===== config.mk =====
export PLATFORM = sky130hd
export DESIGN_NAME = sys_array_output_collector
export DESIGN_NICKNAME = d
export VERILOG_FILES = /design/src/rtl/sys_array_pkg.sv /design/src/rtl/sys_array_row_fifo.sv /design/src/rtl/sys_array_output_collector.sv
export SDC_FILE = /design/constraint.sdc
export NUM_CORES = 2
export LEC_CHECK = 0
export ABC_AREA = 1
export CORE_MARGIN = 5
export CORE_UTILIZATION = 46
export CTS_CLUSTER_SIZE = 24
export DETAILED_ROUTE_END_ITERATION = 7
export PLACE_DENSITY = 0.77
export RECOVER_POWER = 25
export SLEW_MARGIN = 20
export SYNTH_ARGS = -nofsm -noshare
export SYNTH_HDL_FRONTEND = slang
export SYNTH_SLANG_ARGS = --single-unit

===== constraint.sdc =====
create_clock -name clk -period 12.1 [get_ports clk]
set_input_delay 1.21 -clock clk [delete_from_list [all_inputs] [get_ports clk]]
set_output_delay 1.21 -clock clk [all_outputs]
set_load 0.02 [all_outputs]

===== src/rtl/sys_array_pkg.sv =====
// Shared types for the systolic array receive path.
// Result lane/row types and the collector FSM states.
package sys_array_pkg;

  localparam int SA_DATA_WIDTH  = 8;
  localparam int SA_ARRAY_MAX_W = 10;

  typedef logic [2*SA_DATA_WIDTH-1:0] lane_t;
  typedef lane_t [SA_ARRAY_MAX_W-1:0] row_t;

  typedef enum logic [1:0] {
    IDLE,
    WAIT,
    COLLECT
  } state_e;

endpackage


===== src/rtl/sys_array_row_fifo.sv =====
// Result-row FIFO; a write into a full FIFO is accepted only
// when a read happens on the same edge.
module sys_array_row_fifo #(
  parameter int WIDTH = 160,
  parameter int DEPTH = 4
) (
  input  logic             clk,
  input  logic             reset_n,
  input  logic             wr_en,
  input  logic [WIDTH-1:0] wr_data,
  input  logic             rd_en,
  output logic [WIDTH-1:0] rd_data,
  output logic             full,
  output logic             empty
);

  localparam int AW = $clog2(DEPTH);

  logic [WIDTH-1:0] mem [DEPTH];
  logic [AW-1:0]    wr_ptr;
  logic [AW-1:0]    rd_ptr;
  logic [AW:0]      cnt;
  logic [WIDTH-1:0] hold_q;
  logic             push;
  logic             pop;

  assign full  = (cnt == (AW+1)'(DEPTH));
  assign empty = (cnt == '0);
  assign pop   = rd_en && !empty;
  assign push  = wr_en && (!full || pop);

  // Last popped row is shown while the FIFO sits empty
  assign rd_data = empty ? hold_q : mem[rd_ptr];

  always_ff @(posedge clk) begin
    if (push) mem[wr_ptr] <= wr_data;
  end

  always_ff @(posedge clk or negedge reset_n) begin
    if (!reset_n) begin
      wr_ptr <= '0;
      rd_ptr <= '0;
      cnt    <= '0;
      hold_q <= '0;
    end else begin
      if (push) wr_ptr <= wr_ptr + 1'b1;
      if (pop) begin
        rd_ptr <= rd_ptr + 1'b1;
        hold_q <= mem[rd_ptr];
      end
      unique case ({push, pop})
        2'b10:   cnt <= cnt + 1'b1;
        2'b01:   cnt <= cnt - 1'b1;
        default: cnt <= cnt;
      endcase
    end
  end

endmodule


===== src/rtl/sys_array_output_collector.sv =====
// Deskews sys_array_basic column outputs into result rows
// and streams them out through a small row FIFO.
module sys_array_output_collector
  import sys_array_pkg::*;
#(
  parameter int DATA_WIDTH  = 8,
  parameter int ARRAY_MAX_W = 10,
  parameter int ARRAY_MAX_L = 10,
  parameter int FIFO_DEPTH  = 4,
  parameter int ROW_CNT_W   = 8
) (
  input  logic                         clk,
  input  logic                         reset_n,
  input  logic                         start,
  input  logic [ROW_CNT_W-1:0]         num_rows,
  input  logic [$clog2(ARRAY_MAX_L)-1:0] array_w_l,
  input  logic [$clog2(ARRAY_MAX_W)-1:0] array_w_w,
  input  logic [ARRAY_MAX_W-1:0][2*DATA_WIDTH-1:0] output_data,
  output logic [ARRAY_MAX_W-1:0][2*DATA_WIDTH-1:0] row_data,
  output logic                         row_valid,
  input  logic                         row_ready,
  output logic                         busy,
  output logic                         done,
  output logic                         overflow
);

  localparam int LW = 2*DATA_WIDTH;
  localparam int WW = $clog2(ARRAY_MAX_W);
  localparam int CW = $clog2(ARRAY_MAX_L + ARRAY_MAX_W);

  state_e               state;
  logic [CW-1:0]        lat_cnt;
  logic [ROW_CNT_W-1:0] num_rows_q;
  logic [ROW_CNT_W-1:0] rows_left;
  logic [WW-1:0]        w_w_q;

  logic [ARRAY_MAX_W-1:0][LW-1:0] aligned;
  logic [ARRAY_MAX_W-1:0][LW-1:0] wr_row;
  logic wr_en;
  logic rd_en;
  logic fifo_full;
  logic fifo_empty;

  // Lane i is late by i cycles; pad it up to the last lane
  for (genvar i = 0; i < ARRAY_MAX_W; i++) begin : g_lane
    localparam int D = ARRAY_MAX_W - 1 - i;
    if (D == 0) begin : g_pass
      assign aligned[i] = output_data[i];
    end else begin : g_dly
      logic [D-1:0][LW-1:0] sr;
      always_ff @(posedge clk or negedge reset_n) begin
        if (!reset_n) begin
          sr <= '0;
        end else begin
          sr[0] <= output_data[i];
          for (int j = 1; j < D; j++) sr[j] <= sr[j-1];
        end
      end
      assign aligned[i] = sr[D-1];
    end
  end

  always_comb begin
    wr_row = '0;
    for (int i = 0; i < ARRAY_MAX_W; i++) begin
      if (WW'(i) <= w_w_q) wr_row[i] = aligned[i];
    end
  end

  assign wr_en     = (state == COLLECT);
  assign row_valid = !fifo_empty;
  assign rd_en     = row_valid && row_ready;

  sys_array_row_fifo #(
    .WIDTH (ARRAY_MAX_W*LW),
    .DEPTH (FIFO_DEPTH)
  ) u_fifo (
    .clk     (clk),
    .reset_n (reset_n),
    .wr_en   (wr_en),
    .wr_data (wr_row),
    .rd_en   (rd_en),
    .rd_data (row_data),
    .full    (fifo_full),
    .empty   (fifo_empty)
  );

  always_ff @(posedge clk or negedge reset_n) begin
    if (!reset_n) begin
      state      <= IDLE;
      lat_cnt    <= '0;
      num_rows_q <= '0;
      rows_left  <= '0;
      w_w_q      <= '0;
      busy       <= 1'b0;
      done       <= 1'b0;
      overflow   <= 1'b0;
    end else begin
      done <= 1'b0;
      if (wr_en && fifo_full && !rd_en) overflow <= 1'b1;
      unique case (state)
        IDLE: begin
          if (start) begin
            num_rows_q <= (num_rows == '0) ? ROW_CNT_W'(1) : num_rows;
            w_w_q      <= array_w_w;
            lat_cnt    <= CW'(array_w_l) + CW'(ARRAY_MAX_W - 1);
            overflow   <= 1'b0;
            busy       <= 1'b1;
            state      <= WAIT;
          end
        end
        WAIT: begin
          lat_cnt <= lat_cnt - 1'b1;
          // Leave on the edge the count hits 0 so A_0 is a write
          if (lat_cnt <= CW'(1)) begin
            rows_left <= num_rows_q;
            state     <= COLLECT;
          end
        end
        COLLECT: begin
          rows_left <= rows_left - 1'b1;
          if (rows_left == ROW_CNT_W'(1)) begin
            busy  <= 1'b0;
            done  <= 1'b1;
            state <= IDLE;
          end
        end
        default: state <= IDLE;
      endcase
    end
  end

endmodule


==> results.json <==
{
  "yosys_register_bits": 1557,
  "report.final.slew_viol_count": 94,
  "power_density_nw_per_um2": 277,
  "ys_top_cells_by_area": "dfrtp_1 43%, edfxtp_1 36%, nand2_1 8.6%",
  "synthesis.nets": 4215,
  "area_growth_syn_to_layout_pct": 18.7,
  "min_from": "g_lane[5].g_dly.sr[8]",
  "grt_pass1_wl_um": 178000,
  "drt-vias-per-instance": 5.03,
  "rr_worst_depth": 7,
  "critPathLaunch": "reset_n",
  "synth_top_family_by_area": "simple AND/OR/NAND/NOR gates",
  "ys_types": 37,
  "core.rowCount": 124,
  "fin_skew_ns": 0.0255,
  "cts.clk_slew.worst_paths_ns": 0.06,
  "drc_errors": 0,
  "postCtsHoldBufs": 0,
  "drive_gt1_share_pct": 6.68,
  "cap_viol_max_count": 1,
  "timing.final.crit_share_pct": 49.9,
  "grt_setup_unrepaired": "false",
  "synth-seq-area-share_pct": 79.7,
  "routed_wl_um": 113000,
  "synth_cells": 4024,
  "synth_fa_ha_area_share_pct": 0.274,
  "drtIter0Drc": 2726,
  "end_kind": "async pin",
  "final_core_utilization_pct": 55.0,
  "ant_nets": 0,
  "port_buffers": 343,
  "dp_hpwl_um": 64300,
  "synth.avg_cell_area_um2": 13.1,
  "place_area_um2": 57500,
  "synth_compound_area_share_pct": 3.32,
  "synth_top_area_cell": "dfrtp_1",
  "whs_path_depth": 0,
  "synth.yosys.warnings": 0,
  "antenna_found_initial": 7,
  "setup_viol": 0,
  "die_w_um": 349,
  "startpoint_type": "primary input",
  "outcome": "finished with violations",
  "arrival_ns": 6.79,
  "clockBufferDepth": 3,
  "required_ns": 12.84,
  "final_common_cell": "nand2_1",
  "cp_max_fo": 93,
  "wl_per_cell_um": 18.7,
  "cts-buffers-inserted": 155,
  "io_pins": 344,
  "die_y_um": 349,
  "core_um2": 114000,
  "relSlewSlack_pct": -234,
  "grt_max_degree": 162,
  "gp_congestion": 0.776,
  "final_cell_mix": "1218 x nand2_1, 915 x dfrtp_1, 640 x edfxtp_1",
  "failed_checks": "max-capacitance violations, max-slew violations",
  "cts_resized": 0,
  "post-route-min-period_ns": 6.04,
  "max-vdd-ir-drop_mv": 0.251,
  "cts_setup_buffers": 0,
  "cts_tree": "yes",
  "finalSetupTns_ns": 0,
  "total_power_uw": 17400,
  "syn-cell-area_um2": 52900,
  "p_leak_uw": 0.0264,
  "grt_pass1_vias": 31000,
  "clkLatencyLatePin_ns": 0.75,
  "worst-r2r-setup-slack_ns": 8.25,
  "drt_first_pass_iters": 5,
  "worstSetupPathType": "primary input to async pin",
  "synth.mux.area_fraction_pct": 0,
  "synth-simple-area-share_pct": 13.3,
  "fin_nets": 4565,
  "hold_end": "g_lane[5].g_dly.sr[24]",
  "start_util_pct": 46.3,
  "post-route-cell-area_um2": 62800,
  "r2r-start": "state[0]",
  "hold_violations": 0,
  "grt_usage_pct": 18.7,
  "synth_xor_area_share_pct": 0.0828,
  "cts.sinks": 1557,
  "die-area_um2": 122000,
  "hp-class": "flip-flop to flip-flop",
  "r2r-end": "u_fifo.mem[0][78]",
  "synth_top_area_share_pct": 43.4,
  "holdWs_ns": 0.334,
  "worst_pin_slew_ns": 5.00,
  "vias": 30300,
  "fillers": 8987,
  "htree_levels": 4,
  "max_freq_mhz": 165,
  "clock-root-buffer": "clkbuf_16",
  "grt.overflow.total": 0
}
-- cell families (layout without fill, tap and decap cells) --
logic type	after synthesis	in the layout
AND/OR/NAND/NOR	1730	1730
other	0	6
AO/OA/AOI/OAI	344	344
buffers and inverters	377	861
XOR/XNOR	5	5
adder cells (fa/ha/maj)	11	11
flip-flops	1557	1557
-- routing by layer --
metal  global-route usage (%)  routed length, µm
met1                     25.2              46500
met2                     29.9              54500
met3                     4.18               7680
met4                     7.36               4150
met5                        0                 13
-- final cells by class --
class	instances	area (µm²)	share of cell area, %
multi-input cells	2090	9000	14.3
flip-flops and latches	1557	42200	67.2
inverters	187	722	1.15
clock inverters	52	552	0.879
diodes	6	15.0	0.0239
repair buffers	383	3750	5.98
clock buffers	239	4660	7.42
well taps	1512	1890	3.01
-- synthesized netlist by cell type, drive strengths merged --
master  instances
edfxtp        640
o211ai          1
or2             3
inv           185
nand3         350
o31ai           1
nor2          143
and2            1
ha             10
xnor2           2
o21ai         332
xor2            3
nor3            1
buf           139
o21a            1
dfrtp         917
a21oi           7
fa              1
clkbuf         51
o221ai          2
nand2        1222
clkinv          2
nand4          10
-- critical path, stage by stage --
cell and delay (ns):
clkbuf_1 3.43, buf_4 1.08, buf_4 0.81
-- report_power, final --
part	internal [µW]	switching [µW]	leakage (µW)
Sequential	6840	445	0.0169
Clock	2800	1980	0.00254
Combinational	1730	3570	0.00688
-- worst max-delay path by stage --
stage,end,slack [ns],depth (start not counted)
detailed placement,row_data[46],6.74,7
global route,u_fifo.hold_q[94],4.86,3
floorplan,u_fifo.mem[0][0],3.34,4
CTS,row_data[46],5.90,7
global placement,row_data[46],6.76,7
finish,aligned[101],6.06,3
-- sequential cells by signal (all words and copies together) (netlist names) --
signal / cells
aligned: 128
busy: 1
done: 1
g_lane.g_dly.sr: 592
lat_cnt: 5
num_rows_q: 8
overflow: 1
rows_left: 8
state: 2
u_fifo.cnt: 3
u_fifo.hold_q: 160
u_fifo.mem: 640
u_fifo.rd_ptr: 2
u_fifo.wr_ptr: 2
w_w_q: 4
-- metrics by stage --
| stage | cells | worst slack [ns] |
|---|---|---|
| 2_1_floorplan | 4024 | 3.34 |
| 3_5_place_dp | 5728 | 6.74 |
| 6_report | 6026 | 6.06 |
| 5_1_grt | 6020 | 4.86 |
| 4_1_cts | 6019 | 5.90 |
| 3_3_place_gp | 5728 | 6.76 |
Power figures use the tool's default switching activity.
